### src/rtl/alu_operand_stage.sv
// ALU operand-B selector: picks one of N_SRC sources, applies pass/shl/sext16/sext16+shl,
// and registers the result in a one-deep valid/ready slot with an optional per-request hold.
module alu_operand_stage #(
  parameter int DATA_W    = 32,
  parameter int N_SRC     = 4,
  parameter int SEL_W     = 2,
  parameter int SHIFT_AMT = 2,
  parameter int HOLD_W    = 6
) (
  input  logic                    clk,
  input  logic                    reset,
  input  logic [N_SRC*DATA_W-1:0] src_bus,
  input  logic                    in_valid,
  output logic                    in_ready,
  input  logic [SEL_W-1:0]        in_sel,
  input  logic [1:0]              in_mode,
  input  logic [HOLD_W-1:0]       in_hold,
  output logic                    out_valid,
  input  logic                    out_ready,
  output logic [DATA_W-1:0]       out_data,
  output logic                    out_err,
  output logic                    busy
);

  logic [HOLD_W-1:0] cnt;
  logic [DATA_W-1:0] sel_src;
  logic [DATA_W-1:0] sext_src;
  logic [DATA_W-1:0] xform;
  logic              sel_err;
  logic              hold_done;
  logic              accept;
  logic              pop;

  always_comb begin
    sel_src = '0;
    for (int k = 0; k < N_SRC; k++) begin
      if (in_sel == SEL_W'(k)) sel_src = src_bus[k*DATA_W +: DATA_W];
    end
  end

  assign sel_err  = (int'(in_sel) >= N_SRC);
  assign sext_src = {{(DATA_W-16){sel_src[15]}}, sel_src[15:0]};

  // An out-of-range select forces zero data regardless of mode.
  always_comb begin
    xform = '0;
    if (!sel_err) begin
      case (in_mode)
        2'b00:   xform = sel_src;
        2'b01:   xform = sel_src << SHIFT_AMT;
        2'b10:   xform = sext_src;
        default: xform = sext_src << SHIFT_AMT;
      endcase
    end
  end

  assign hold_done = (cnt == '0);
  assign in_ready  = !out_valid || (out_ready && hold_done);
  assign accept    = in_valid && in_ready;
  assign pop       = out_valid && out_ready && hold_done;
  assign busy      = !hold_done;

  always_ff @(posedge clk or posedge reset) begin
    if (reset) begin
      out_valid <= 1'b0;
      out_data  <= '0;
      out_err   <= 1'b0;
      cnt       <= '0;
    end else if (accept) begin
      // Accept implies cnt == 0, so loading the new hold never collides with a decrement.
      out_valid <= 1'b1;
      out_data  <= xform;
      out_err   <= sel_err;
      cnt       <= in_hold;
    end else begin
      if (!hold_done) cnt <= cnt - 1'b1;
      if (pop) out_valid <= 1'b0;
    end
  end

endmodule

### config.mk
export PLATFORM = sky130hd
export DESIGN_NAME = alu_operand_stage
export DESIGN_NICKNAME = d
export VERILOG_FILES = /design/src/rtl/alu_operand_stage.sv
export SDC_FILE = /design/constraint.sdc
export NUM_CORES = 1
export LEC_CHECK = 0
export CAP_MARGIN = 30
export CORE_UTILIZATION = 44
export DETAILED_ROUTE_END_ITERATION = 6
export GPL_TIMING_DRIVEN = 0
export PLACE_DENSITY = 0.93
export SLEW_MARGIN = 30
export SYNTH_ARGS = -nofsm -noshare
export SYNTH_HDL_FRONTEND = slang
export SYNTH_SLANG_ARGS = --single-unit
### constraint.sdc
create_clock -name clk -period 6.2 [get_ports clk]
set_clock_uncertainty 0.2 [all_clocks]
set_input_delay 1.24 -clock clk [delete_from_list [all_inputs] [get_ports clk]]
set_output_delay 1.24 -clock clk [all_outputs]
set_load 0.01 [all_outputs]
Word level (Yosys, flattened, before mapping)
Cells that the tools add are included.
- eq/ne operators: 6
- muxes and demuxes: 9
- $add $sub $neg: 1
- reduce and logical (&&, ||, !) cells: 11
- operator list (operator ; count):
    $mux W32 ; 4
    $pmux W32 S3 ; 1
    $mux W6 ; 2
    $eq A2 B2 Y1 const B ; 3
    $logic_not A6 Y1 ; 1
    $sub A6 B1 Y6 const B ; 1
    $eq A2 B1 Y1 const B ; 2
    $logic_and A1 B1 Y1 ; 4
    $logic_not A2 Y1 ; 2
    $logic_not A1 Y1 ; 2
    $mux W1 ; 2
    $ne A2 B1 Y1 const B ; 1
    $reduce_bool A2 Y1 ; 1
    $logic_or A1 B1 Y1 ; 1
- output and inout bits: 36
- input bits: 142
- register bits: 39
- logic and storage cells: 30

Logic depth before layout (Yosys ltp)
Gate-level depths: netlist (run 1).
- depth in word-level cells: 6
- gate-level depth with buffers: 8
- depth with buffers taken out: 6

Worst setup path after synthesis (run 1)
OpenSTA, ideal clock, no wires.
- kind: reg-to-output
- start: register cnt[0]
- end: output in_ready
- arrival time: 1.709 ns
- stages on the path, launching flop included: 7
- path buffers: 1
- slack: 3.051 ns
- cells stage by stage: dfrtp_1 > inv_1 > ha_1 > or3b_1 > or3_1 > buf_2 > o21ai_1
- cells in the longest elaborated chain, start to end: 3
- ends and longest elaborated chain (item ; RTL line ; text):
    start: declaration ; 25 ; logic [HOLD_W-1:0] cnt;
    start signal: assignment ; 74 ; cnt <= in_hold;
    start signal: assignment ; 76 ; if (!hold_done) cnt <= cnt - 1'b1;
    $logic_not A6 Y1 ; 57 ; assign hold_done = (cnt == '0);
    $logic_and A1 B1 Y1 ; 58 ; assign in_ready = !out_valid || (out_ready && hold_done);
    $logic_or A1 B1 Y1 ; 58 ;
    end: declaration ; 14 ; output logic in_ready,
No other way between the ends.

Final worst setup path (run 1)
Ends and elaborated chain as after synthesis.

==> flow_summary_export.csv, run 1 <==
group,metric,value,unit
logic_synthesis,synth_adder_area_share,0.00358,
logic_synthesis,synth_ff_type,"dfrtp_1",
logic_synthesis,synth.area.mux_share,0.484,
logic_synthesis,ys_types,37,
status,violations,"design-rule violations",
logic_synthesis,syn_area,3500,um2
routing,antenna_left,0,
floorplan,rows,32,
timing,holdWs,291,ps
clock_tree,cts.sinks,39,
timing,setup_tns,0,ps
cells_and_area,post-route-util,0.714,
logic_synthesis,synth_nets,414,
logic_synthesis,asyncSetResetFlopFracSynth,1.00,
routing,first_pass_iters,6,
status,status,"finished with violations",
job,drv_cap,0,
floorplan,dieArea,8310,um2
floorplan,core,7690,um2
pwr,vdd_drop_max,0.000142,V
worst_setup_path,setup.worst_path.class,"flop to primary output",
timing,fin_crit_sh,0.651,
cells_and_area,final_common_cell,"clkdlybuf4s50_1",
worst_setup_path,r2r-start,"cnt[0]$_DFFE_PP0P_",
logic_synthesis,synthSimpleGateAreaFrac,0.0805,
timing,layout_min_cycle_time,4040,ps
logic_synthesis,synth_edf_count,0,
routing,via_per_inst,5.85,
hold_path,min_path_type,"flop to flop",
timing,relSlewSlack,0.477,
cells_and_area,mostFrequentLayoutCells,"clkdlybuf4s50_1 (173), mux4_2 (45), mux2i_1 (43)",
clock_tree,cts_buffers,5,
floorplan,ioPinCount,178,
clock_tree,path_clk_slew,70,ps
cells_and_area,area_growth,57.0,%
placement,port_buffers,173,
clock_tree,max-clock-path-buffers,2,
logic_synthesis,synth-seq-cells,39,
worst_setup_path,required,4760,ps
pwr,p_total,1.40,mW
worst_setup_path,reg2regPathDepth,6,
pwr,total_leakage_power,2.29,nW
grt,grt_pass1_wl,17800,um
grt,overflow,0,
worst_setup_path,startpoint,"cnt[0]$_DFFE_PP0P_",
routing,first_iter_violations,154,
worst_setup_path,timing.rr.end,"out_data[16]$_DFFE_PP0P_",
grt,grt_max_degree,40,
logic_synthesis,syn_inst,271,
cells_and_area,fill_cells,540,
grt,grt_pass1_vias,3442,
clock_tree,cts_hold_buffers,0,
clock_tree,htreeDepth,2,
floorplan,initial_core_util,0.455,
worst_setup_path,reg2reg_slack,3870,ps
worst_setup_path,cp-end-kind,"primary output",
placement,place_congestion,0.843,
routing,routed_wl,11100,um
placement,pre_cts_ws,2290,ps
placement,dp_hpwl,9410,um
routing,drc,1,
floorplan,dieWidth,91.1,um
grt,track_usage,0.279,
clock_tree,clock-root-buffer,"clkbuf_8",
clock_tree,cts_tree,"done",
timing,finalMaxSlewViolations,0,
cells_and_area,final_layout_size_suffix_gt1_frac,0.190,
timing,setup_slack,2160,ps
logic_synthesis,synth-compound-area-share,0.0773,
logic_synthesis,syn_area_per_cell,12.9,um2
logic_synthesis,synth-seq-area-share,0.279,
worst_setup_path,endpoint,"in_ready",
routing,vias,3243,
clock_tree,cts_resized,0,
logic_synthesis,yosysWarnings,0,
clock_tree,post_cts.repair.setup_buffers,0,
logic_synthesis,synth_top_family_by_area,"multiplexers",
timing,hold_violations,0,
timing,worstMarginPinSlew,784,ps
timing,setup_viol,0,
logic_synthesis,synth_xor_area_frac,0.00752,
cells_and_area,nNetsFinal,594,
timing,fmax,0.248,GHz
pwr,power_density,254,nW/um2
worst_setup_path,cp.arrival,2600,ps
worst_setup_path,crit_path_start_kind,"flop",
timing,rsz0062_at_grt,"false",
clock_tree,clk_latency,290,ps
grt,antenna_found_initial,0,
routing,detail_route.wl_per_cell,20.0,um
cells_and_area,antenna-diode-count,0,
worst_setup_path,crit_fanout,6,
floorplan,die_y,91.1,um
-- power by group --
group          total, mW  leakage, nW  internal [mW]  switching [mW]
clock network      0.248       0.0654          0.161          0.0871
registers          0.452        0.483          0.373          0.0791
logic              0.696         1.74          0.419           0.278
-- worst min-delay path by stage --
stage	startpoint	end	depth (start not counted)
final	out_data[14]$_DFFE_PP0P_	out_data[14]$_DFFE_PP0P_	2
after floorplan	out_data[0]$_DFFE_PP0P_	out_data[0]$_DFFE_PP0P_	2
after detailed placement	out_data[14]$_DFFE_PP0P_	out_data[14]$_DFFE_PP0P_	2
after global placement	out_data[15]$_DFFE_PP0P_	out_data[15]$_DFFE_PP0P_	2
after CTS	out_data[14]$_DFFE_PP0P_	out_data[14]$_DFFE_PP0P_	2
after global routing	out_data[12]$_DFFE_PP0P_	out_data[12]$_DFFE_PP0P_	2
-- kinds of logic (layout without fill, tap and decap cells) --
group / after synthesis / after routing
AOI/OAI and AO/OA: 40 / 40
xor gates and xnor gates: 3 / 3
adders and majority gates: 1 / 1
buffers and inverters: 36 / 217
DFF: 39 / 39
muxes: 99 / 99
other: 1 / 1
and+or+nand+nor: 52 / 52
-- critical path: stages (launching register included) --
cell,delay (ps)
dfrtp_1,410
inv_1,70
ha_1,210
or3b_1,410
or3_1,310
buf_2,170
o21ai_1,170
clkdlybuf4s50_1,560
-- stage by stage --
stage | cells | instance area (um2)
after floorplan | 271 | 3500
after global placement | 546 | 5360
after detailed placement | 546 | 5360
after CTS | 554 | 5490
after global routing | 554 | 5490
final | 554 | 5490
-- synth_stat cells (2+ instances only) --
cell | n | area [um2]
buf_4 | 4 | 30.0
nor3_1 | 12 | 60.1
clkbuf_1 | 4 | 15.0
nor2_1 | 5 | 18.8
nand2b_1 | 3 | 18.8
nand2_1 | 20 | 75.1
inv_1 | 6 | 22.5
a211o_1 | 14 | 123
o21ai_0 | 19 | 95.1
mux2_2 | 2 | 22.5
buf_6 | 3 | 33.8
buf_12 | 2 | 40.0
mux4_2 | 45 | 1010
dfrtp_1 | 39 | 976
nand3_1 | 2 | 10.0
mux4_1 | 8 | 210
o21ai_1 | 2 | 10.0
a21oi_1 | 3 | 15.0
mux2i_1 | 43 | 430
buf_2 | 14 | 70.1
nor3_2 | 3 | 30.0
xor2_1 | 2 | 17.5
buf_1 | 2 | 7.51
-- layout make-up --
cell class	instances	area, um2	area share
clock buffer	6	72.6	0.0132
inverter	6	22.5	0.00410
buffer	30	211	0.0385
sequential	39	976	0.178
clock inverter	2	60.1	0.0109
multi-input combinational	196	2290	0.417
timing repair buffer	173	1730	0.316
tap	102	128	0.0233
-- routing by layer --
layer  vias up  part of all wire  track usage
met5         -                 0            0
met4         0             0.025       0.0873
met3        22             0.078       0.0611
met2       179              0.52        0.496
met1      1597              0.38        0.338
li1       1445                 -            -
-- flip-flops by register name, summed over array words and instances, names as in the netlist --
signal,count
cnt,6
out_data,32
out_valid,1
Note: power is estimated with default switching activity, not from simulation.
==> inputs of run 2 (changes only) <==
--- a/config.mk
+++ b/config.mk
@@ -6,10 +6,10 @@
 export NUM_CORES = 1
 export LEC_CHECK = 0
 export CAP_MARGIN = 30
-export CORE_UTILIZATION = 44
+export CORE_UTILIZATION = 41
 export DETAILED_ROUTE_END_ITERATION = 6
 export GPL_TIMING_DRIVEN = 0
-export PLACE_DENSITY = 0.93
+export PLACE_DENSITY = 0.88
 export SLEW_MARGIN = 30
 export SYNTH_ARGS = -nofsm -noshare
 export SYNTH_HDL_FRONTEND = slang
==> constraint.sdc (replaced) <==
create_clock -name clk -period 3.8 [get_ports clk]
set_clock_uncertainty 0.2 [all_clocks]
set_input_delay 0.76 -clock clk [delete_from_list [all_inputs] [get_ports clk]]
set_output_delay 0.76 -clock clk [all_outputs]
set_load 0.01 [all_outputs]
==> flow_summary_export.csv, run 2 (synthesized netlist as in run 1, its figures left out) <==
group,metric,value,unit
cells_and_area,top_register,"out_data",
hold_path,min_path_type,"flop to flop",
pwr,vdd_drop_max,0.000255,V
worst_setup_path,path_delay_family,"buffers and inverters",
pwr,swShare,0.315,
routing,first_pass_iters,4,
pwr,pwr-share-comb,0.495,
clock_tree,clock-root-buffer,"clkbuf_8",
grt,track_usage,0.256,
clock_tree,cts_tree,"done",
pwr,clkPwrFrac,0.179,
clock_tree,cts_buffers,5,
timing,worstMarginPinSlew,594,ps
grt,antenna_found_initial,0,
cells_and_area,final_layout_size_suffix_gt1_frac,0.192,
routing,drc,0,
pwr,p_total,2.27,mW
worst_setup_path,path_cells,"inv_1 -> ha_1 -> or3b_1 -> or3_1 -> buf_2 -> o21ai_1 -> clkdlybuf4s50_1",
worst_setup_path,reg2regPathDepth,7,
pwr,pwr-share-seq,0.326,
grt,grt_pass1_vias,3380,
pwr,power_density,412,nW/um2
clock_tree,cts_hold_buffers,0,
cells_and_area,area_growth,57.7,%
routing,first_iter_violations,122,
placement,port_buffers,173,
timing,relSlewSlack,0.604,
floorplan,rows,33,
worst_setup_path,setup.worst_path.class,"flop to primary output",
routing,antenna_left,0,
floorplan,die_y,94.3,um
cells_and_area,fill_cells,600,
hold_path,whs_path_depth,2,
routing,via_per_inst,5.80,
timing,layout_min_cycle_time,3530,ps
cells_and_area,reg_top3,"out_data: 32 flops, cnt: 6 flops, out_valid: 1 flops",
cells_and_area,nNetsFinal,595,
timing,hold_violations,0,
worst_setup_path,cp-end-kind,"primary output",
clock_tree,path_clk_slew,70,ps
cells_and_area,antenna-diode-count,0,
worst_setup_path,cp_slowest_cell,"clkdlybuf4s50_1",
routing,routed_wl,11000,um
grt,grt_pass1_wl,17200,um
floorplan,ioPinCount,178,
cells_and_area,largest_register_ffs,32,
pwr,p_int,1.56,mW
clock_tree,max-clock-path-buffers,2,
placement,dp_hpwl,9250,um
routing,vias,3237,
timing,setup_viol,0,
worst_setup_path,cp.arrival,2570,ps
timing,rsz0062_at_grt,"false",
floorplan,initial_core_util,0.425,
timing,setup_tns,0,ps
worst_setup_path,worst-path-buf-inv,3,
job,drv_cap,0,
pwr,p_sw,0.715,mW
worst_setup_path,crit_path_start_kind,"flop",
grt,grt_max_degree,30,
timing,holdWs,284,ps
worst_setup_path,reg2reg_slack,1480,ps
timing,fin_crit_sh,0.930,
worst_setup_path,required,2840,ps
status,status,"finished, final reports clean",
timing,finalMaxSlewViolations,0,
floorplan,core,8220,um2
placement,place_congestion,0.930,
pwr,total_leakage_power,2.30,nW
worst_setup_path,crit_fanout,6,
grt,overflow,0,
routing,detail_route.wl_per_cell,19.8,um
clock_tree,cts.sinks,39,
floorplan,dieWidth,94.3,um
clock_tree,cts_resized,0,
cells_and_area,mostFrequentLayoutCells,"clkdlybuf4s50_1 (173), mux4_2 (45), mux2i_1 (43)",
timing,fmax,0.283,GHz
worst_setup_path,cp.depth,7,
clock_tree,htreeDepth,2,
clock_tree,post_cts.repair.setup_buffers,0,
floorplan,dieArea,8900,um2
clock_tree,clk_latency,290,ps
cells_and_area,final_common_cell,"clkdlybuf4s50_1",
worst_setup_path,cp_slowest_stage_delay,560,ps
-- run 2: cell types whose count changed in the layout (fill, tap and decap cells not counted), sizes merged --
cell | previous run | this run
buf | 26 | 27
-- run 2: layer usage --
metal	up-vias	track usage	part of all wire
li1	1449	-	-
met1	1587	0.322	0.39
met5	-	0	0
met2	170	0.434	0.50
met4	0	0.100	0.034
met3	31	0.0515	0.078
-- run 2: area by class of cell --
cell class | count | area [um2] | area share
inverter | 6 | 22.5 | 0.00409
multi-input combinational | 196 | 2290 | 0.415
clock inverter | 2 | 60.1 | 0.0109
buffer | 30 | 211 | 0.0384
sequential | 39 | 976 | 0.177
timing repair buffer | 174 | 1750 | 0.318
clock buffer | 6 | 72.6 | 0.0132
tap | 105 | 131 | 0.0238
-- run 2: worst paths after layout --
path                                          from                        to
max in group asynchronous                    reset  out_data[31]$_DFFE_PP0P_
hold / removal             out_data[1]$_DFFE_PP0P_   out_data[1]$_DFFE_PP0P_
min in group asynchronous                    reset   out_data[2]$_DFFE_PP0P_
setup reg to reg                cnt[0]$_DFFE_PP0P_  out_data[20]$_DFFE_PP0P_
setup / recovery                cnt[0]$_DFFE_PP0P_                  in_ready
hold reg to reg            out_data[1]$_DFFE_PP0P_   out_data[1]$_DFFE_PP0P_
-- run 2: worst register-to-register path, cell delays in order, from the launching register on --
cell and delay (ps):
dfrtp_1 390, inv_1 60, ha_1 220, and4bb_2 260, a31oi_4 250, clkbuf_1 430, nor3_1 150, a211o_1 250
-- run 2: metrics by stage --
step / cell area, um2 / util / worst slack [ps] / cells
6_report: 5510 / 0.671 / 267 / 558
5_1_grt: 5510 / 0.671 / 84.7 / 558
4_1_cts: 5510 / 0.671 / 247 / 558
3_5_place_dp: 5380 / 0.655 / 583 / 550
3_3_place_gp: 5360 / 0.652 / 608 / 549
2_1_floorplan: 3500 / - / 1130 / 271
-- run 2: power groups by stage --
| stage | sequential [mW] | clock [mW] | combinational (mW) |
|---|---|---|---|
| after floorplan | 0.794 | 0 | 0.455 |
| after global placement | 0.738 | 0 | 1.09 |
| after detailed placement | 0.746 | 0 | 1.13 |
| after CTS | 0.740 | 0.414 | 1.13 |
| after global routing | 0.767 | 0.434 | 1.21 |
| final | 0.741 | 0.406 | 1.12 |
